--- src/rtl/load_store_unit.sv ---
// Load/store unit: turns byte-addressed loads and stores into whole-word accesses on a
// 64-bit data memory, doing lane extraction for loads and read-modify-write for sub-word stores.
module load_store_unit #(
  parameter int DEPTH_WORDS = 32
) (
  input  logic        clk,
  input  logic        reset,
  input  logic        req_valid,
  output logic        req_ready,
  input  logic        req_we,
  input  logic [2:0]  req_funct3,
  input  logic [63:0] req_addr,
  input  logic [63:0] req_wdata,
  output logic        resp_valid,
  output logic [63:0] resp_rdata,
  output logic        resp_err,
  output logic [63:0] mem_addr,
  output logic        mem_rd,
  output logic        mem_wr,
  output logic [63:0] mem_wr_data,
  input  logic [63:0] mem_rd_data,
  output logic [2:0]  dbg_state
);

  // Handshake: a request transfers on a rising edge where req_valid && req_ready; req_ready
  // is high only in IDLE, so a request held while busy is not consumed until the unit idles.
  typedef enum logic [2:0] {IDLE, RD, CAP, WR, RESP} state_t;

  state_t      state_q, state_d;
  logic        we_q;
  logic [2:0]  f3_q;
  logic [63:0] addr_q;
  logic [63:0] wdata_q;
  logic [63:0] merged_q;
  logic [63:0] rdata_q;
  logic        err_q;

  logic        accept;
  logic        req_illegal;
  logic        req_misaligned;
  logic        req_out_of_range;
  logic        req_err;

  logic [5:0]  shamt;
  logic [63:0] shifted;
  logic [63:0] load_val;
  logic [63:0] byte_mask;
  logic [63:0] lane_mask;
  logic [63:0] merged;

  assign accept = req_valid && req_ready;

  always_comb begin
    req_illegal = req_we ? req_funct3[2] : (req_funct3 == 3'b111);
    case (req_funct3[1:0])
      2'b01:   req_misaligned = req_addr[0];
      2'b10:   req_misaligned = |req_addr[1:0];
      2'b11:   req_misaligned = |req_addr[2:0];
      default: req_misaligned = 1'b0;
    endcase
    req_out_of_range = {3'b000, req_addr[63:3]} >= 64'(DEPTH_WORDS);
    req_err = req_illegal || req_misaligned || req_out_of_range;
  end

  // Lane 0 of the addressed access is brought down to bit 0 before extension.
  assign shamt   = {addr_q[2:0], 3'b000};
  assign shifted = mem_rd_data >> shamt;

  always_comb begin
    case (f3_q)
      3'b000:  load_val = {{56{shifted[7]}}, shifted[7:0]};
      3'b001:  load_val = {{48{shifted[15]}}, shifted[15:0]};
      3'b010:  load_val = {{32{shifted[31]}}, shifted[31:0]};
      3'b011:  load_val = shifted;
      3'b100:  load_val = {56'd0, shifted[7:0]};
      3'b101:  load_val = {48'd0, shifted[15:0]};
      3'b110:  load_val = {32'd0, shifted[31:0]};
      default: load_val = 64'd0;
    endcase
  end

  always_comb begin
    case (f3_q[1:0])
      2'b00:   byte_mask = 64'h0000_0000_0000_00FF;
      2'b01:   byte_mask = 64'h0000_0000_0000_FFFF;
      2'b10:   byte_mask = 64'h0000_0000_FFFF_FFFF;
      default: byte_mask = 64'hFFFF_FFFF_FFFF_FFFF;
    endcase
    lane_mask = byte_mask << shamt;
    merged    = (mem_rd_data & ~lane_mask) | ((wdata_q << shamt) & lane_mask);
  end

  always_comb begin
    state_d = state_q;
    case (state_q)
      IDLE: begin
        if (accept) begin
          if (req_err)                              state_d = RESP;
          else if (req_we && req_funct3 == 3'b011)  state_d = WR;
          else                                      state_d = RD;
        end
      end
      RD:      state_d = CAP;
      CAP:     state_d = we_q ? WR : RESP;
      WR:      state_d = RESP;
      RESP:    state_d = IDLE;
      default: state_d = IDLE;
    endcase
  end

  always_ff @(posedge clk) begin
    if (reset) begin
      state_q  <= IDLE;
      we_q     <= 1'b0;
      f3_q     <= 3'd0;
      addr_q   <= 64'd0;
      wdata_q  <= 64'd0;
      merged_q <= 64'd0;
      rdata_q  <= 64'd0;
      err_q    <= 1'b0;
    end else begin
      state_q <= state_d;
      if (accept) begin
        we_q     <= req_we;
        f3_q     <= req_funct3;
        addr_q   <= req_addr;
        wdata_q  <= req_wdata;
        err_q    <= req_err;
        merged_q <= 64'd0;
        rdata_q  <= 64'd0;
      end
      if (state_q == CAP) begin
        if (we_q) merged_q <= merged;
        else      rdata_q  <= load_val;
      end
    end
  end

  // Every output is gated by reset so nothing leaks out of an aborted request.
  always_comb begin
    req_ready   = 1'b0;
    resp_valid  = 1'b0;
    resp_rdata  = 64'd0;
    resp_err    = 1'b0;
    mem_addr    = 64'd0;
    mem_rd      = 1'b0;
    mem_wr      = 1'b0;
    mem_wr_data = 64'd0;
    dbg_state   = 3'd0;
    if (!reset) begin
      dbg_state = state_q;
      case (state_q)
        IDLE: req_ready = 1'b1;
        RD: begin
          mem_rd   = 1'b1;
          mem_addr = {3'b000, addr_q[63:3]};
        end
        WR: begin
          mem_wr      = 1'b1;
          mem_addr    = {3'b000, addr_q[63:3]};
          mem_wr_data = (f3_q == 3'b011) ? wdata_q : merged_q;
        end
        RESP: begin
          resp_valid = 1'b1;
          resp_rdata = rdata_q;
          resp_err   = err_q;
        end
        default: ;
      endcase
    end
  end

endmodule
--- config.mk ---
export PLATFORM = sky130hd
export DESIGN_NAME = load_store_unit
export DESIGN_NICKNAME = d
export VERILOG_FILES = /design/src/rtl/load_store_unit.sv
export SDC_FILE = /design/constraint.sdc
export NUM_CORES = 1
export LEC_CHECK = 0
export CAP_MARGIN = 20
export CORE_ASPECT_RATIO = 2
export CORE_MARGIN = 4
export CORE_UTILIZATION = 50
export CTS_CLUSTER_SIZE = 28
export DETAILED_ROUTE_END_ITERATION = 8
export MAX_ROUTING_LAYER = met4
export PLACE_DENSITY = 0.81
export SLEW_MARGIN = 20
export SYNTH_ARGS = -nofsm -noshare
export SYNTH_HDL_FRONTEND = slang
export SYNTH_SLANG_ARGS = --single-unit
--- constraint.sdc ---
create_clock -name clk -period 2.4 [get_ports clk]
set_input_delay 0.48 -clock clk [delete_from_list [all_inputs] [get_ports clk]]
set_output_delay 0.48 -clock clk [all_outputs]
set_load 0.02 [all_outputs]
==> summary.md <==
| Metric | Value |
|---|---|
| Status | finished with violations |
| Failing checks | setup timing |
| Syn-to-layout area delta | 49.95% |
| First-pass GRT wire length | 110700 um |
| Core area | 30740 sq um |
| Placed wire-length estimate | 56870 um |
| Fin nets | 2649 |
| Normalized max-slew margin | 55.82% |
| Post-Syn Area | 15540 sq um |
| WL per Instance | 28.43 um |
| Library cells used by synthesis | 61 |
| Finished Cell Area | 23300 sq um |
| Final min period | 2558 ps |
| Setup crit end kind | output pin |
| Antenna-violating nets left | 0 |
| RePlAce Congestion | 1.108 |
| CP required | 1920 ps |
| Worst-case vdd ir drop | 500.5 uV |
| Drt total wl | 80980 um |
| CP Class | register to output pin |
| Arr. time, crit path | 2080 ps |
| Critical path's most frequent cell | nand2b_4 |
| Bufs on Longest Clock Path | 3 |
| Leading area contributor after synthesis | dfxtp_1 |
| Num rows | 91 |
| Synth Area in Compound Gates | 19.58% |
| Slowest-stage cell, CP | dfxtp_2 |
| I/O pin total | 399 |
| Number of synthesized flops with an enable pin | 0 |
| Initial antenna violation count | 6 |
| Num CTS Buffers | 25 |
| Post-DP Area | 20870 sq um |
| Async set-reset flop share out of synthesis | 0% |
| CTS H-tree depth | 1 |
| Final Power | 11.57 mW |
| Vias | 18180 |
| CTS tree | built |
| Hold Fails Final Rpt | 0 |
| Setup violations, final | 115 |
| Tightest Hold Check Type | input port to register |
| Largest family of logic cells by synthesized area | simple AND/OR/NAND/NOR gates |
| Power Dens Cells | 496.4 nW/um^2 |
| Vias in the first global route | 18150 |
| Max Clock Freq | 390.9 MHz |
| Fraction of layout instances using a drive strength above 1 | 26.53% |
| Global Route Usage Sum | 44.20% |
| Slew Viols, Final | 0 |
| Register bit total from synthesis | 264 |
| Adder-cell share of the synthesized area | 0% |
| Worst Clk Skew | 43.28 ps |
| Mux contribution to synthesized area | 15.97% |
| Synth top area cells | dfxtp_1 (34%), nand2_1 (9.6%), mux2i_1 (9.1%) |
| Crit-path max cell delay | 340 ps |
| Buffers added on ports | 395 |
| Die Height | 257.3 um |
| DIE AREA | 34130 sq um |
| # DRC | 0 |
| Die Width | 132.7 um |
| Post-Synth Simple-Gate Area | 24.77% |
| Yosys warning total | 0 |
| CP Launch Type | register |
| Final Cycle Share | 106.6% |
| Final setup margin | -158.4 ps |
| Worst Tran Pin Value | 660.9 ps |
| Initial DRC count | 1795 |
| Clock sinks | 264 |
| CP cell instances | nand2b_4 -> nand2b_4 -> buf_16 -> a21oi_4 -> buf_6 |
| Initial Utilization | 50.55% |
| Sequential area share after synthesis | 34.01% |
| Largest net degree at the start of global routing | 66 |
| Mapped Cells | 1981 |
| Worst skew pair latency | 600 ps |
| Post-Syn Area per Cell | 7.844 sq um |
| CTS clk-pin slew, worst paths | 70 ps |
| Drt pass-1 iters | 8 |
| Synth top area share | 34.01% |
| Final core utilization | 75.79% |
| RSZ-0062 raised after global routing | yes |
| Ys flop type | dfxtp_1 |
| Hold Slack | 433.5 ps |
| Root Driver | clkbuf_16 |
| Leak Pwr | 9.187 nW |
| XOR/XNOR Fraction of Synth Area | 0% |
| Max-Cap Viols | 0 |
| CP Max Fanout | 7 |
| Top-count cell post-synth | nand2_1 |
| Via-to-Cell Ratio | 6.382 |
| Grt ovf | 0 |
| Synth cell count leaders | nand2_1 (396), dfxtp_1 (264), o21ai_0 (200), mux2i_1 (141), nand2b_1 (140) |
## metrics by stage
step / setup WS, ps / cells / TNS [ps]
floorplan: 45.04 / 1983 / 0
global placement: -273.5 / 2763 / -11430
detailed placement: -304.9 / 2763 / -19190
CTS: -221.9 / 2825 / -3449
global route: -211.9 / 2848 / -9378
finish: -158.4 / 2848 / -4666
## flip-flops by register name, summed over array words and instances (netlist names)
name / flops
err_q: 1
we_q: 1
f3_q: 3
addr_q: 64
merged_q: 64
state_q: 3
rdata_q: 64
wdata_q: 64
## per-layer routing
metal  vias to the layer above  part of all wire [%]  track usage [%]
li1                       7828                     -                -
met1                      8396                    30            40.11
met5                         -                     0                -
met4                         0                    13            43.01
met3                       587                   9.1            9.566
met2                      1365                    48            74.64
## placed cells by master, fill, tap and decap left out, types with 33 or more instances in the layout
cell	n
dlygate4sd2_1	45
a21oi_1	60
mux2i_1	139
dfxtp_1	256
nand2b_1	138
a21oi_4	33
nand2_1	354
and2_4	50
buf_4	193
o21ai_0	200
nor2_1	137
clkbuf_16	35
mux2_2	33
buf_6	104
clkdlybuf4s50_1	200
a211oi_1	33
## final cells by class
type,count,area [sq um]
inverter,12,45.04
clock inverter,13,135.1
antenna,7,17.52
multi-input combinational,1531,10320
clock buffer,33,705.7
tap,372,465.4
fill,2250,7442
sequential,264,5303
timing repair buffer,616,6307
## critical path: cells and delay by family (launching register included)
kind | cells | cell delay, ps
buffers and inverters | 2 | 410
and+or+nand+nor | 2 | 440
AOI/OAI and AO/OA | 1 | 310
DFF | 1 | 340
## kinds of logic (layout without fill, tap and decap cells)
kind of cell | after synthesis | in the layout
AOI/OAI and AO/OA | 502 | 502
buffers and inverters | 188 | 674
DFF | 264 | 264
muxes | 205 | 205
other | 1 | 10
and+or+nand+nor | 821 | 821
## where the power goes
| part | leakage (nW) | internal, mW | switching (mW) | total [mW] |
|---|---|---|---|---|
| Combinational | 6.62 | 1.20 | 1.41 | 2.62 |
| Sequential | 2.16 | 4.55 | 0.213 | 4.76 |
| Clock | 0.410 | 2.30 | 1.89 | 4.19 |
## path summary, 6_finish.rpt
| check | end | cells past startpoint | startpoint | slack, ps |
|---|---|---|---|---|
| setup / recovery | mem_wr_data[39] | 5 | state_q[2] | -160 |
| hold reg to reg | merged_q[56] | 2 | merged_q[56] | 460 |
| hold / removal | wdata_q[17] | 3 | req_wdata[17] | 430 |
| setup reg to reg | rdata_q[56] | 7 | addr_q[1] | 80 |
## what timing repair did
action | 4_1_cts | 5_1_grt
cloned | 8 | 12
endpoints found under the setup margin | 195 | 144
buffers inserted | 8 | 8
hold buffers | 0 | 0
pin swaps | 12 | 77
resized for setup | 765 | 323
No activity file was read; power rests on OpenSTA's default activity.
==> RTL change 1 (same settings) <==
Put a register stage on the output `dbg_state`, cleared by the reset. The value now appears one clock later. The other outputs are not delayed to match.
--- a/src/rtl/load_store_unit.sv
+++ b/src/rtl/load_store_unit.sv
@@ -27,2 +27,4 @@
   typedef enum logic [2:0] {IDLE, RD, CAP, WR, RESP} state_t;
+
+  logic [2:0] dbg_state_d;
 
@@ -148,5 +150,5 @@
     mem_wr_data = 64'd0;
-    dbg_state   = 3'd0;
+    dbg_state_d = 3'd0;
     if (!reset) begin
-      dbg_state = state_q;
+      dbg_state_d = state_q;
       case (state_q)
@@ -172,2 +174,10 @@
 
+  always_ff @(posedge clk) begin
+    if (reset) begin
+      dbg_state <= '0;
+    end else begin
+      dbg_state <= dbg_state_d;
+    end
+  end
+
 endmodule
Formal check against the unedited RTL: not equivalent (a bounded check fails within 4 cycles, from zero or initial values and one cycle with reset high).
==> RTL change 1 against the original RTL <==
The flow still finishes with violations (negative setup slack). Clock power increased by 5%. Routed wire length decreased by 0.25%. First-iteration DRC count increased by 20%. Clock skew decreased by 24 ps. Sequential cell count increased by 3. Global-route usage increased by 0.57 points. Critical path type unchanged. Synthesized cell count increased by 1.8%. Highest routed layer unchanged. Power increased by 1.3%. Setup slack improved by 140 ps. Synthesized area decreased by 0.85%. Fmax increased by 5.8%. Final area decreased by 4.8%.
==> RTL change 1: results (changes against the original RTL) <==
** Run status
- Run status :: finished with violations (unchanged)
- Failing checks: negative setup slack (unchanged).

** Clock network
- Number of buffers added by the clock tree synthesis step :: 26 (was 25)
- Clock latency reported for the late side of the worst-skew pair :: 570 ps (was 600 ps)
- # H-tree levels :: 1 (unchanged)

** Routing
- The number of DRC markers after the initial detailed-route iteration was 2148 (was 1795).
- The post-detailed-route wirelength per cell came to 28.3 um (was 28.4 um).
- The count of vias placed by the detailed router was 18700 (was 18200).
- First drt pass iteration count :: 6 (was 8)

** STA
- The final hold slack came to 271 ps (was 434 ps).
- Setup_tns :: -54.2 ps (was -4670 ps)
- The worst relative slew slack is 39.3% (was 55.8%).
- The final clock skew was 19.5 ps (was 43.3 ps).
- The setup slack after layout came to -18.5 ps (was -158 ps).
- The total setup violations reported at the end of the flow came to 8 (was 115).

** Power
- The maximum resistive drop on vdd is 0.000489 V (was 0.000500 V).
- The leakage power figure came to 8.81 nW (was 9.19 nW).

** Global routing
- Largest net degree at the start of global routing :: 108 (was 66)
- Via count of the first global-routing pass :: 18100 (about the same)
- Number of antenna violations at the first check in global routing :: 3 (was 6)
- The total track usage was 44.8% (was 44.2%).
- First-pass GRT wire length :: 112 mm (was 111 mm)

** Layout
- Ratio of cells with drive above 1 in the final layout :: 22.9% (was 26.5%)

** Placement
- GPL Wtd Cong :: 1.06 (was 1.11)
- DP Worst Slack :: -471 ps (was -305 ps)
- The cell area after placement came to 20700 sq um (was 20900 sq um).
- DPL Wire Length :: 56.5 mm (was 56.9 mm)

** Synthesis
- Proportion of netlist area held by the largest area contributor :: 34.7% (was 34.0%)
- Top cells by area, synth: dfxtp_1, nand2_1, o21ai_0 (was dfxtp_1, nand2_1, mux2i_1).
- Most frequent cells after synthesis :: nand2_1, dfxtp_1, o21ai_0, a21oi_1, nand2b_1 (was nand2_1, dfxtp_1, o21ai_0, mux2i_1, nand2b_1)
- The sequential fraction of the synthesis area is 34.7% (was 34.0%).
- Library cells used by synthesis :: 54 (was 61)

** Critical path
- The data arrival time of the critical path was 1940 ps (was 2080 ps).
- Highest fanout seen on the critical path :: 36 (was 7)
RTL change 1: through the flow:
| step | std cells | util, % |
|---|---|---|
| global placement | 2780 | 68.4 |
| floorplan | 2018 | - |
| finish | 2858 | 73.2 |
| CTS | 2834 | 70.9 |
| detailed placement | 2780 | 68.4 |
| global route | 2856 | 73.2 |
RTL change 1: critical path, stage by stage, from the launching register on:
cell,delay [ps]
dfxtp_2,330
nand2b_4,160
nand2b_4,220
buf_12,200
a21oi_2,210
buf_2,210
RTL change 1: logic make-up after synthesis:
| family | after synthesis | synth area share [%] |
|---|---|---|
| AO/OA/AOI/OAI | 535 | 21.3 |
| AND/OR/NAND/NOR | 863 | 25.4 |
| multiplexers | 153 | 13.2 |
| flip-flops | 267 | 34.7 |
| other | 1 | 0.0243 |
| buffers and inverters | 197 | 5.34 |
RTL change 1: layer usage:
layer	track usage (%)	vias to the layer above	share of wire, %
met3	8.45	613	8.9
met4	42.6	0	14
met2	75.5	1439	48
met1	41.9	8623	30
met5	-	-	0
li1	-	7975	-
RTL change 1: worst paths after layout:
kind	end	depth (start not counted)	from
setup reg to reg	rdata_q[31]	5	addr_q[1]
setup / recovery	mem_wr_data[63]	5	state_q[2]
hold / removal	dbg_state[1]	3	reset
hold reg to reg	merged_q[60]	2	merged_q[60]
RTL change 1: what timing repair did:
item                                    in CTS  in global routing
gates resized for setup                    653                113
pin swaps                                    1                  6
endpoints found under the setup margin     189                104
cloned                                       4                 15
buffers inserted                             5                  5
hold buffers                                 0                  0
RTL change 1: report_power, final:
group	switching, mW	internal, mW
logic	1.42	1.13
clock network	1.88	2.50
registers	0.183	4.60
total	3.49	8.23
RTL change 1: layout make-up:
class / count / area [sq um] / share of cell area, %
Multi-Input combinational cell: 1554 / 9620 / 43.4
Clock inverter: 12 / 155 / 0.699
Inverter: 5 / 18.8 / 0.0846
Sequential cell: 267 / 5360 / 24.2
Clock buffer: 33 / 738 / 3.33
Antenna cell: 5 / 12.5 / 0.0564
Timing Repair Buffer: 614 / 5820 / 26.2
Tap cell: 368 / 460 / 2.08
==> RTL change 2 (same settings) <==
Made on the original files. `DEPTH_WORDS`: 32 -> 16.
--- a/src/rtl/load_store_unit.sv
+++ b/src/rtl/load_store_unit.sv
@@ -3,3 +3,3 @@
 module load_store_unit #(
-  parameter int DEPTH_WORDS = 32
+  parameter int DEPTH_WORDS = 16
 ) (
Behaviour: not the same (Yosys sat finds a counterexample within 4 cycles, from zero or initial values and one cycle with reset high).
==> RTL change 2 against the original RTL <==
The flow still finishes with violations (negative setup slack). Sequential cell count stayed put. Power is 0.98% higher. Final area is 1.4% lower. Combinational power is 2% higher. Setup slack better by 40 ps. Synthesized area is 0.44% lower. Routed wire length is 2.6% lower. Critical path depth is 2 higher. Sequential power hardly changed. Critical path type unchanged.
==> RTL change 2: results (changes against the original RTL) <==
** Routing
- Via count normalized by instance count :: 6.37 (was 6.38)
- The total iterations of the first detailed-routing run came to 6 (was 8).
- The number of DRC markers after the initial detailed-route iteration is 1827 (was 1795).
- Wire length reported by the detailed router :: 78.8 mm (was 81.0 mm)
- Length of routed met3 wiring :: 6.36 mm (was 7.34 mm)
- Detailed route wirelength on metal2 :: 38.2 mm (was 39.0 mm)

** Global routing
- The largest net degree at the start of global routing was 101 (was 66).
- Number of antenna violations at the first check in global routing :: 5 (was 6)
- The met1 usage in global routing is 39.8% (was 40.1%).
- First-pass GRT wire length :: 108 mm (was 111 mm)
- The global-route met3 utilization came to 6.12% (was 9.57%).
- Met2 Resource Use GR :: 73.5% (was 74.6%)
- The total track usage is 43.1% (was 44.2%).

** STA
- The total setup violations reported at the end of the flow came to 85 (was 115).
- Setup_tns :: -5020 ps (was -4670 ps)
- The setup slack after layout was -118 ps (was -158 ps).
- The final hold slack is 460 ps (was 434 ps).
- Transition time at the pin with the least slew margin :: 871 ps (was 661 ps)

** Clock network
- The source-to-sink clock delay at the later pin of the worst-skew pair came to 550 ps (was 600 ps).
- The root cell of the clock tree is clkbuf_16 (unchanged).

** Min path
- Hold WC Path Type :: reg2reg (was in2reg)
- End point of the most critical hold path :: merged_q[9] (was wdata_q[17])
- Cell count of the worst hold path :: 2 (was 3)
- The source of the worst hold timing path is merged_q[9] (was req_wdata[17]).

** Placement
- Inst Count DP :: 2715 (was 2763)
- DPL Wire Length :: 57.1 mm (was 56.9 mm)
- The setup slack after placement is -211 ps (was -305 ps).
- GPL Wtd Cong :: 1.07 (was 1.11)
- The cell area after placement came to 20800 sq um (was 20900 sq um).

** Layout
- Filler instances :: 2179 (was 2250)
- The number of nets in the layout was 2611 (was 2649).
- The fraction of final layout cells sized beyond drive strength 1 was 26.7% (was 26.5%).
- Non-filler cells, final :: 2804 (was 2848)

** Power
- Leak pwr :: 9.82 nW (was 9.19 nW)

** Critical path
- Cell count of the worst reg-to-reg path :: 8 (was 7)
- The capture point of the worst reg-to-reg path is rdata_q[12] (was rdata_q[56]).
- The largest fanout on the critical path came to 8 (was 7).
- The slack of the worst reg-to-reg path was 110 ps (was 80 ps).

** Synthesis
- Top cells by area, synth: dfxtp_1, nand2_1, mux2i_1 (unchanged).

** Run status
- Failing checks :: negative setup slack (unchanged)
- Run status: finished with violations (unchanged).
RTL change 2: changes by cell type after synthesis, sizes merged, moves of 8 or more:
cell and change:
mux2 +21, mux2i -44, nand2 -22, a22oi +41
or2 +8, a221oi -25, o21ai -37, buf +8
nor2 -9
RTL change 2: layout make-up:
type	instances	area [sq um]	area share, %
inverters	19	71.3	0.310
repair buffers	619	6380	27.8
well taps	368	460	2.00
flip-flops and latches	264	5310	23.1
clock buffers	35	754	3.28
diodes	6	15.0	0.0654
clock inverters	10	111	0.485
multi-input cells	1483	9870	43.0
RTL change 2: worst max path at each step:
stage,startpoint,endpoint,slack (ps),cells past startpoint
3_5_place_dp,reset,mem_wr_data[40],-210,6
2_1_floorplan,reset,resp_rdata[14],-3,6
4_1_cts,state_q[2],resp_rdata[17],-430,5
5_1_grt,state_q[2],resp_rdata[58],-170,7
6_report,state_q[2],resp_rdata[58],-120,7
3_3_place_gp,reset,mem_wr_data[40],-180,6
RTL change 2: cell families after synthesis:
| kind of cell | count (synthesis) | share of synthesized area [%] |
|---|---|---|
| mux | 188 | 15.6 |
| flops | 264 | 34.2 |
| other cells | 1 | 0.0242 |
| buf+inv | 196 | 5.97 |
| simple gates | 790 | 24.2 |
| compound gates | 502 | 20.1 |
RTL change 2: what timing repair did:
| item | in CTS | in global routing |
|---|---|---|
| endpoints found under the setup margin | 195 | 198 |
| resized for setup | 378 | 581 |
| gates cloned | 3 | 10 |
| buffers inserted | 6 | 21 |
| pin swaps | 3 | 20 |
RTL change 2: where the power goes:
part           total, mW  switching, mW  leakage (nW)  internal, mW
combinational       2.68           1.44          7.23          1.23
clock               4.25           1.84         0.434          2.41
sequential          4.75          0.205          2.16          4.55
total               11.7           3.48          9.82          8.19
